### src/rtl/router_receiver_if.sv
// router_receiver_if: serial link, buffer-write and slot-release signals of router_receiver.
// master = sender / priority-calculator side, slave = router_receiver.
interface router_receiver_if #(
  parameter int ADDR_W = 12,
  parameter int DATA_W = 32,
  parameter int NBUF   = 7
);
  logic              rx_valid;
  logic              rx_bit;
  logic              rx_ack;
  logic              rx_nak;
  logic              buf_wr;
  logic [2:0]        buf_idx;
  logic [ADDR_W-1:0] buf_addr;
  logic [DATA_W-1:0] buf_data;
  logic              buf_local;
  logic              free_vld;
  logic [2:0]        free_idx;
  logic [NBUF-1:0]   occ;
  logic              full;
  logic [7:0]        err_cnt;

  modport master (
    output rx_valid, rx_bit, free_vld, free_idx,
    input  rx_ack, rx_nak, buf_wr, buf_idx, buf_addr, buf_data, buf_local, occ, full, err_cnt
  );

  modport slave (
    input  rx_valid, rx_bit, free_vld, free_idx,
    output rx_ack, rx_nak, buf_wr, buf_idx, buf_addr, buf_data, buf_local, occ, full, err_cnt
  );
endinterface

### src/rtl/router_receiver.sv
// router_receiver: deserialises start/address/payload frames into free buffer slots and acks/naks them.
// Define ROUTER_RX_PARITY_CHECK_EN to require a trailing even-parity bit over address and payload.
module router_receiver #(
  parameter int ADDR_W  = 12,
  parameter int DATA_W  = 32,
  parameter int NBUF    = 7,
  parameter int TIMEOUT = 15
) (
  input logic              clk,
  input logic              rst,
  router_receiver_if.slave bus
);
  localparam int FLD_MAX = (ADDR_W > DATA_W) ? ADDR_W : DATA_W;
  localparam int CNT_W   = $clog2(FLD_MAX + 1);
  localparam int TMO_W   = $clog2(TIMEOUT + 1);
  localparam logic [CNT_W-1:0] ADDR_LAST = CNT_W'(ADDR_W - 1);
  localparam logic [CNT_W-1:0] DATA_LAST = CNT_W'(DATA_W - 1);
  localparam logic [TMO_W-1:0] TMO_LAST  = TMO_W'(TIMEOUT - 1);

  typedef enum logic [2:0] {
    IDLE   = 3'd0,
    ADDR   = 3'd1,
    DATA   = 3'd2,
`ifdef ROUTER_RX_PARITY_CHECK_EN
    PAR    = 3'd3,
`endif
    DECIDE = 3'd4
  } state_t;

  state_t            state_r;
  logic [CNT_W-1:0]  bit_cnt_r;
  logic [TMO_W-1:0]  tmo_cnt_r;
  logic [ADDR_W-1:0] addr_sr_r;
  logic [DATA_W-1:0] data_sr_r;
  logic              tmo_nak_r;
  logic [NBUF-1:0]   occ_r;
  logic [7:0]        err_cnt_r;
  logic [ADDR_W-1:0] addr_hold_r;
  logic [DATA_W-1:0] data_hold_r;
`ifdef ROUTER_RX_PARITY_CHECK_EN
  logic              par_bit_r;
`endif

  logic [NBUF-1:0]   free_mask_s;
  logic [NBUF-1:0]   occ_avail_s;
  logic [NBUF-1:0]   wr_mask_s;
  logic [2:0]        low_idx_s;
  logic              par_ok_s;
  logic              wr_s;
  logic              nak_s;

  function automatic logic [2:0] lowest_free(input logic [NBUF-1:0] busy_v);
    logic [2:0] idx;
    idx = 3'd0;
    for (int i = NBUF - 1; i >= 0; i--) begin
      if (!busy_v[i]) idx = 3'(i + 1);
    end
    return idx;
  endfunction

`ifdef ROUTER_RX_PARITY_CHECK_EN
  function automatic logic even_parity_ok(input logic [ADDR_W+DATA_W:0] frame_v);
    return ~(^frame_v);
  endfunction
`endif

  // Frame FSM: start detection, field shifting and mid-frame idle timeout.
  always_ff @(posedge clk or posedge rst) begin
    if (rst) begin
      state_r   <= IDLE;
      bit_cnt_r <= '0;
      tmo_cnt_r <= '0;
      addr_sr_r <= '0;
      data_sr_r <= '0;
      tmo_nak_r <= 1'b0;
`ifdef ROUTER_RX_PARITY_CHECK_EN
      par_bit_r <= 1'b0;
`endif
    end else begin
      tmo_nak_r <= 1'b0;
      case (state_r)
        IDLE: begin
          bit_cnt_r <= '0;
          tmo_cnt_r <= '0;
          if (bus.rx_valid && bus.rx_bit) state_r <= ADDR;
        end
        ADDR: begin
          if (bus.rx_valid) begin
            tmo_cnt_r <= '0;
            addr_sr_r <= {addr_sr_r[ADDR_W-2:0], bus.rx_bit};
            if (bit_cnt_r == ADDR_LAST) begin
              bit_cnt_r <= '0;
              state_r   <= DATA;
            end else begin
              bit_cnt_r <= bit_cnt_r + CNT_W'(1);
            end
          end else if (tmo_cnt_r == TMO_LAST) begin
            tmo_nak_r <= 1'b1;
            state_r   <= IDLE;
          end else begin
            tmo_cnt_r <= tmo_cnt_r + TMO_W'(1);
          end
        end
        DATA: begin
          if (bus.rx_valid) begin
            tmo_cnt_r <= '0;
            data_sr_r <= {data_sr_r[DATA_W-2:0], bus.rx_bit};
            if (bit_cnt_r == DATA_LAST) begin
              bit_cnt_r <= '0;
`ifdef ROUTER_RX_PARITY_CHECK_EN
              state_r   <= PAR;
`else
              state_r   <= DECIDE;
`endif
            end else begin
              bit_cnt_r <= bit_cnt_r + CNT_W'(1);
            end
          end else if (tmo_cnt_r == TMO_LAST) begin
            tmo_nak_r <= 1'b1;
            state_r   <= IDLE;
          end else begin
            tmo_cnt_r <= tmo_cnt_r + TMO_W'(1);
          end
        end
`ifdef ROUTER_RX_PARITY_CHECK_EN
        PAR: begin
          if (bus.rx_valid) begin
            tmo_cnt_r <= '0;
            par_bit_r <= bus.rx_bit;
            state_r   <= DECIDE;
          end else if (tmo_cnt_r == TMO_LAST) begin
            tmo_nak_r <= 1'b1;
            state_r   <= IDLE;
          end else begin
            tmo_cnt_r <= tmo_cnt_r + TMO_W'(1);
          end
        end
`endif
        DECIDE: state_r <= IDLE;
        default: state_r <= IDLE;
      endcase
    end
  end

  // Accept/drop decision during DECIDE; a slot released this same cycle is already counted as free.
  always_comb begin
    free_mask_s = '0;
    wr_mask_s   = '0;
    for (int i = 0; i < NBUF; i++) begin
      free_mask_s[i] = bus.free_vld && (bus.free_idx == 3'(i + 1));
    end
    occ_avail_s = occ_r & ~free_mask_s;
    low_idx_s   = lowest_free(occ_avail_s);
`ifdef ROUTER_RX_PARITY_CHECK_EN
    par_ok_s    = even_parity_ok({addr_sr_r, data_sr_r, par_bit_r});
`else
    par_ok_s    = 1'b1;
`endif
    wr_s  = (state_r == DECIDE) && par_ok_s && (low_idx_s != 3'd0);
    nak_s = ((state_r == DECIDE) && !wr_s) || tmo_nak_r;
    for (int i = 0; i < NBUF; i++) begin
      wr_mask_s[i] = wr_s && (low_idx_s == 3'(i + 1));
    end
  end

  // Slot occupancy, saturating nak counter and last-written address/payload.
  always_ff @(posedge clk or posedge rst) begin
    if (rst) begin
      occ_r       <= '0;
      err_cnt_r   <= 8'd0;
      addr_hold_r <= '0;
      data_hold_r <= '0;
    end else begin
      occ_r <= occ_avail_s | wr_mask_s;
      if (nak_s && (err_cnt_r != 8'hFF)) err_cnt_r <= err_cnt_r + 8'd1;
      if (wr_s) begin
        addr_hold_r <= addr_sr_r;
        data_hold_r <= data_sr_r;
      end
    end
  end

  assign bus.rx_ack    = wr_s;
  assign bus.rx_nak    = nak_s;
  assign bus.buf_wr    = wr_s;
  assign bus.buf_idx   = wr_s ? low_idx_s : 3'd0;
  assign bus.buf_addr  = wr_s ? addr_sr_r : addr_hold_r;
  assign bus.buf_data  = wr_s ? data_sr_r : data_hold_r;
  assign bus.buf_local = wr_s && (addr_sr_r == '0);
  assign bus.occ       = occ_r;
  assign bus.full      = &occ_r;
  assign bus.err_cnt   = err_cnt_r;
endmodule

### src/flat_wrapper.sv
// flat-port wrapper written by rule: the top's interface ports become plain ports
module router_receiver_flat 
#(
  parameter int ADDR_W  = 12,
  parameter int DATA_W  = 32,
  parameter int NBUF    = 7,
  parameter int TIMEOUT = 15
)
  (clk, rst, bus_rx_valid, bus_rx_bit, bus_free_vld, bus_free_idx, bus_rx_ack, bus_rx_nak, bus_buf_wr, bus_buf_idx, bus_buf_addr, bus_buf_data, bus_buf_local, bus_occ, bus_full, bus_err_cnt);
  router_receiver_if #(.ADDR_W(ADDR_W), .DATA_W(DATA_W), .NBUF(NBUF)) bus_i ();
  input logic clk;
  input logic rst;
  input wire logic [$bits(bus_i.rx_valid)-1:0] bus_rx_valid;
  input wire logic [$bits(bus_i.rx_bit)-1:0] bus_rx_bit;
  input wire logic [$bits(bus_i.free_vld)-1:0] bus_free_vld;
  input wire logic [$bits(bus_i.free_idx)-1:0] bus_free_idx;
  output wire logic [$bits(bus_i.rx_ack)-1:0] bus_rx_ack;
  output wire logic [$bits(bus_i.rx_nak)-1:0] bus_rx_nak;
  output wire logic [$bits(bus_i.buf_wr)-1:0] bus_buf_wr;
  output wire logic [$bits(bus_i.buf_idx)-1:0] bus_buf_idx;
  output wire logic [$bits(bus_i.buf_addr)-1:0] bus_buf_addr;
  output wire logic [$bits(bus_i.buf_data)-1:0] bus_buf_data;
  output wire logic [$bits(bus_i.buf_local)-1:0] bus_buf_local;
  output wire logic [$bits(bus_i.occ)-1:0] bus_occ;
  output wire logic [$bits(bus_i.full)-1:0] bus_full;
  output wire logic [$bits(bus_i.err_cnt)-1:0] bus_err_cnt;
  assign bus_i.rx_valid = bus_rx_valid;
  assign bus_i.rx_bit = bus_rx_bit;
  assign bus_i.free_vld = bus_free_vld;
  assign bus_i.free_idx = bus_free_idx;
  assign bus_rx_ack = bus_i.rx_ack;
  assign bus_rx_nak = bus_i.rx_nak;
  assign bus_buf_wr = bus_i.buf_wr;
  assign bus_buf_idx = bus_i.buf_idx;
  assign bus_buf_addr = bus_i.buf_addr;
  assign bus_buf_data = bus_i.buf_data;
  assign bus_buf_local = bus_i.buf_local;
  assign bus_occ = bus_i.occ;
  assign bus_full = bus_i.full;
  assign bus_err_cnt = bus_i.err_cnt;
  router_receiver #(.ADDR_W(ADDR_W), .DATA_W(DATA_W), .NBUF(NBUF), .TIMEOUT(TIMEOUT)) u_core (.clk(clk), .rst(rst), .bus(bus_i));
endmodule
### config.mk
export PLATFORM = sky130hd
export DESIGN_NAME = router_receiver_flat
export DESIGN_NICKNAME = d
export VERILOG_FILES = /design/src/rtl/router_receiver_if.sv /design/src/rtl/router_receiver.sv /design/src/flat_wrapper.sv
export SDC_FILE = /design/constraint.sdc
export NUM_CORES = 1
export LEC_CHECK = 0
export ABC_AREA = 1
export CAP_MARGIN = 20
export CORE_ASPECT_RATIO = 2
export CORE_UTILIZATION = 30
export CTS_CLUSTER_SIZE = 28
export DETAILED_ROUTE_END_ITERATION = 10
export PLACE_DENSITY_LB_ADDON = 0.05
export SYNTH_ARGS = -nofsm -noshare
export SYNTH_HDL_FRONTEND = slang
export SYNTH_SLANG_ARGS = --single-unit
### constraint.sdc
create_clock -name clk -period 4.8 [get_ports clk]
set_input_delay 0.96 -clock clk [delete_from_list [all_inputs] [get_ports clk]]
set_output_delay 0.96 -clock clk [all_outputs]
set_load 0.005 [all_outputs]
# --- After elaboration in Yosys (flattened, before gate mapping) ---
# Index checks and enable logic that the tools add are counted.
# Widths: inputs -> output; s select.
word_totals:
  reg_bits: 117
  latchBits: 0
  mem_bits_rw: 0
  romBits: 0
  mem_count: 0
classes:
  n_addsub: 3
  n_mul: 0
  div_mod_pow: 0
  n_lt_le_gt_ge: 0
  eq_ne: 27
  shifts: 0
  mux: 28
  n_bitwise: 3
  reduce_logical: 33
op_table:
  columns: ["cell", "count"]
  rows:
  - ["$mux 3", 14]
  - ["$mux 32", 1]
  - ["$eq 3x3->1 const B", 9]
  - ["$mux 6", 4]
  - ["$logic_and 1x1->1", 19]
  - ["$pmux 6 s3", 1]
  - ["$eq 3x2->1 const B", 5]
  - ["$logic_not 12->1", 1]
  - ["$mux 12", 1]
  - ["$eq 3x1->1 const B", 3]
  - ["$pmux 3 s3", 1]
  - ["$add 8x1->8 const B", 1]
  - ["$mux 4", 2]
  - ["$ne 8x8->1 const B", 1]
  - ["$pmux 4 s2", 1]
  - ["$and 7x7->7", 1]
  - ["$not 7->7", 1]
  - ["$or 7x7->7", 1]
  - ["$reduce_and 7->1", 1]
  - ["$add 6x1->6 const B", 1]
  - ["$eq 6x4->1 const B", 1]
  - ["$eq 6x5->1 const B", 1]
  - ["$ne 3x2->1 const B", 2]
  - ["$reduce_and 2->1", 3]
  - ["13 further kinds", 18]

# --- Logic depth before layout (Yosys ltp) ---
logic_depth:
  word_depth: 17
  ltp_mapped: 14
  depth_no_buf: 14

# --- Least setup slack after synthesis ---
# OpenSTA, ideal clock, no wires.
synth_path:
  path_kind: "input-to-output"
  startpoint: "in bus_free_vld"
  endpoint: "out bus_buf_addr[10]"
  arrival_time_ns: 2.152
  t_required_ns: 3.840
  path_slack_ns: 1.688
  stages: 12
  n_path_buf: 1
  cell_sequence: "nand2_2 > inv_2 > nand2_1 > nand2_1 > nor2_1 > nand3_1 > nand2_2 > nand4_4 > nand2_2 > buf_2 > nand2_1 > o21ai_1"
synth_between:
  elab_chain_len: 13
synth_rtl:
  columns: ["item", "line_no", "rtl"]
  rows:
  - ["start, declared", "flat_wrapper.sv:15", "input wire logic [$bits(bus_i.free_vld)-1:0] bus_free_vld;"]
  - ["$logic_and 1x1->1", "router_receiver.sv:150", "free_mask_s[i] = bus.free_vld && (bus.free_idx == 3'(i + 1));"]
  - ["$not 7->7 *", "router_receiver.sv:152", "occ_avail_s = occ_r & ~free_mask_s;"]
  - ["$and 7x7->7 *", "router_receiver.sv:152", null]
  - ["$mux 3 (6 in a row)", "router_receiver.sv:56", "if (!busy_v[i]) idx = 3'(i + 1);"]
  - ["$mux 3 *", "router_receiver.sv:56", null]
  - ["$reduce_bool 3->1 *", "router_receiver.sv:159", "wr_s = (state_r == DECIDE) && par_ok_s && (low_idx_s != 3'd0);"]
  - ["$logic_and 1x1->1 *", "router_receiver.sv:159", null]
  - ["$mux 12 *", "router_receiver.sv:187", "assign bus.buf_addr = wr_s ? addr_sr_r : addr_hold_r;"]
  - ["end, declared", "flat_wrapper.sv:21", "output wire logic [$bits(bus_i.buf_addr)-1:0] bus_buf_addr;"]
# Every way passes the cells marked *; elsewhere a longest branch is shown, timed or not.

# --- Worst setup path after layout ---
layout_path:
  startpoint: "in bus_free_idx[1]"
  endpoint: "out bus_buf_data[4]"
layout_between:
  elab_chain_len: 14
layout_rtl:
  columns: ["item", "line_no", "rtl"]
  rows:
  - ["start, declared", "flat_wrapper.sv:16", "input wire logic [$bits(bus_i.free_idx)-1:0] bus_free_idx;"]
  - ["$eq 3x3->1", "router_receiver.sv:150", null]
  - ["$logic_and 1x1->1", "router_receiver.sv:150", null]
  - ["$not 7->7 *", "router_receiver.sv:152", null]
  - ["$and 7x7->7 *", "router_receiver.sv:152", null]
  - ["$mux 3 (6 in a row)", "router_receiver.sv:56", null]
  - ["$mux 3 *", "router_receiver.sv:56", null]
  - ["$reduce_bool 3->1 *", "router_receiver.sv:159", null]
  - ["$logic_and 1x1->1 *", "router_receiver.sv:159", null]
  - ["$mux 32 *", "router_receiver.sv:188", "assign bus.buf_data = wr_s ? data_sr_r : data_hold_r;"]
  - ["end, declared", "flat_wrapper.sv:22", "output wire logic [$bits(bus_i.buf_data)-1:0] bus_buf_data;"]
# Marked as above.

==> reports/metrics.yaml <==
path_delay_family: "buffers and inverters"
ant_nets: 0
final.period_utilization_pct: 92.9
slowest_delay_ns: 0.54
grt_first_pass_wirelength_um: 19500
cts_hold_buf: 0
clkTransAtPathRegs_ns: 0.06
synth_compound_area_share_pct: 12.8
grt_pass1_vias: 3934
gr-total-overflow: 0
nets: 647
cts.htree.levels: 4
rsz0062_at_grt: "false"
die_y_um: 184
slew_headroom_pct: 59.6
clk_path_buf_depth: 2
synth_top_family_by_area: "simple AND/OR/NAND/NOR gates"
comb_power_share_pct: 15.8
crit_fanout: 36
ctsResizeCount: 0
num-fill-cells: 1671
ys_warn_count: 0
antenna_cells: 0
path_buf_inv: 4
p_per_area_nw_per_um2: 465
worstPathRequired_ns: 3.84
maxCapViolCount: 0
hold_viol: 0
synthMuxAreaShare_pct: 0
hp-class: "flip-flop to flip-flop"
synth-edff-count: 0
synthXorXnorAreaFrac_pct: 1.24
drv_slew: 0
ys_ff_latch: 117
viasPerCell: 4.53
async_reset_ff_share_pct: 100
synth-simple-area-share_pct: 18.4
period_needed_ns: 4.46
gp_congestion: 0.796
start_kind: "input pin"
die_w_um: 92.9
synthAdderAreaFrac_pct: 1.01
area.growth.synth_to_final_pct: 32.3
post-dp-hpwl_um: 8380
final_common_cell: "nand2_1"
root_buffer: "clkbuf_16"
wl_um: 11700
firstDrtPassIters: 4
switching_share_pct: 30.9
ios: 75
clock_latency_ns: 0.41
dp.cells: 820
wl_per_cell_um: 13.7
setup_viol: 0
worst_path_most_repeated_cell: "nand2_1"
post_cts_buffers: 0
grt_antenna_before_repair: 0
core-area_um2: 16200
ys_seq_area_share_pct: 59.0
fin_cells: 852
power_leakage_nw: 2.95
crit_slowest_cell: "clkdlybuf4s50_1"
drt_iter0_drc: 162
synth-main-ff-cell: "dfrtp_1"
die_area_um2: 17100
intPower_mw: 2.10
critical_path.cell_chain: "clkdlybuf4s50_1 -> nand2_1 -> o21ai_1 -> inv_1 -> nand2_1 -> nand4_4 -> nand2_4 -> buf_12 -> nand2_1 -> o21ai_1 -> clkdlybuf4s50_1"
cts.sinks: 117
place_ws_ns: 0.322
power_frac_clock_pct: 41.9
end_kind: "output port"
synth_nets: 565
synth.avg_cell_area_um2: 8.97
pwr-share-seq_pct: 42.3
post-route-drc-count: 0
grt_max_degree: 48
fin_worst_skew_ns: 0.0114
power_switching_mw: 0.943
io_buffers: 74
setup_slack_ns: 0.343
tritoncts: "built"
peakVddDrop_uv: 235
tns_ns: 0
final_cell_mix: "nand2_1, dfrtp_1, inv_1, clkdlybuf4s50_1, o21ai_0"
synthCells: 553
critical_path_arrival_ns: 3.50
via_count: 3858
crit_type: "input pin to output port"
num_rows: 66
initial_core_util_pct: 30.7
grt_use_total_pct: 14.9
status: "complete, no violations"
synth_cell_type_count: 32
tightest_slew_ns: 0.604
fmax_ghz: 0.224
numCtsBuffers: 17
netlist_area_um2: 4960
layout-drive-gt1-share_pct: 9.10
[per-stage QoR]
step	util [%]	power, mW	instance area [um2]	hold WS, ns
floorplan	-	1.63	4960	0.453
global placement	36.9	1.79	5960	0.461
detailed placement	36.9	1.80	5960	0.467
CTS	40.5	3.10	6560	0.487
global route	40.5	3.25	6560	0.505
finish	40.5	3.05	6560	0.481
[cell type report]
cell class,instances,area [um2],area share [%]
Inverter,77,292,4.44
Clock inverter,15,171,2.61
Clock buffer,17,425,6.48
Multi-Input combinational cell,341,1670,25.5
Timing Repair Buffer,81,818,12.5
Tap cell,204,255,3.89
Sequential cell,117,2930,44.6
[tightest hold or removal path, cell delays in order, from the launching register on]
cell,delay [ns]
dfrtp_1,0.34
nand2_1,0.05
o21ai_0,0.06
[synthesized netlist by cell type (all sizes together) (5+ instances only)]
master	number	area share, %
o21ai	104	11
clkbuf	8	0.61
nor2	22	2.0
nand3	20	2.0
inv	77	5.8
dfrtp	117	59
nand2	149	12
nand4	5	0.93
buf	10	1.1
a21oi	10	1.0
nor3	10	1.2
[path summary, 6_finish.rpt]
kind,startpoint,to,slack [ns],cells after the start
min,u_core.data_sr_r[19],u_core.data_sr_r[20],0.48,2
max in group asynchronous,rst,u_core.data_hold_r[28],2.89,3
min reg2reg,u_core.data_sr_r[19],u_core.data_sr_r[20],0.48,2
max,bus_free_idx[1],bus_buf_data[4],0.34,11
min in group asynchronous,rst,u_core.bus.occ[0],0.97,2
max reg2reg,u_core.state_r[2],u_core.state_r[1],2.71,7
[power groups by stage]
| stage | Combinational (mW) | Sequential, mW | Clock [mW] |
|---|---|---|---|
| 6_report | 0.482 | 1.29 | 1.28 |
| 5_1_grt | 0.571 | 1.32 | 1.36 |
| 4_1_cts | 0.500 | 1.29 | 1.31 |
| 3_5_place_dp | 0.495 | 1.31 | 0 |
| 3_3_place_gp | 0.486 | 1.30 | 0 |
| 2_1_floorplan | 0.353 | 1.28 | 0 |
[state kept, by name, indices dropped and copies added (netlist names)]
signal / cells
u_core.data_sr_r: 32
u_core.addr_hold_r: 12
u_core.tmo_cnt_r: 4
u_core.bus.err_cnt: 8
u_core.bit_cnt_r: 6
u_core.state_r: 3
u_core.data_hold_r: 32
u_core.tmo_nak_r: 1
u_core.bus.occ: 7
u_core.addr_sr_r: 12
[cell families after synthesis]
logic type / count (synthesis)
compound gates: 120
buf+inv: 95
xor+xnor: 7
flops: 117
simple gates: 210
fa+ha+maj: 4
[metal layers]
layer	GRT usage [%]	wire length (um)	vias to the layer above
met5	0	0	-
met4	7.38	221	0
met3	3.47	457	18
met2	26.5	6260	76
met1	16.2	4710	1816
li1	-	-	1948
(Power assumes the default switching activity.)
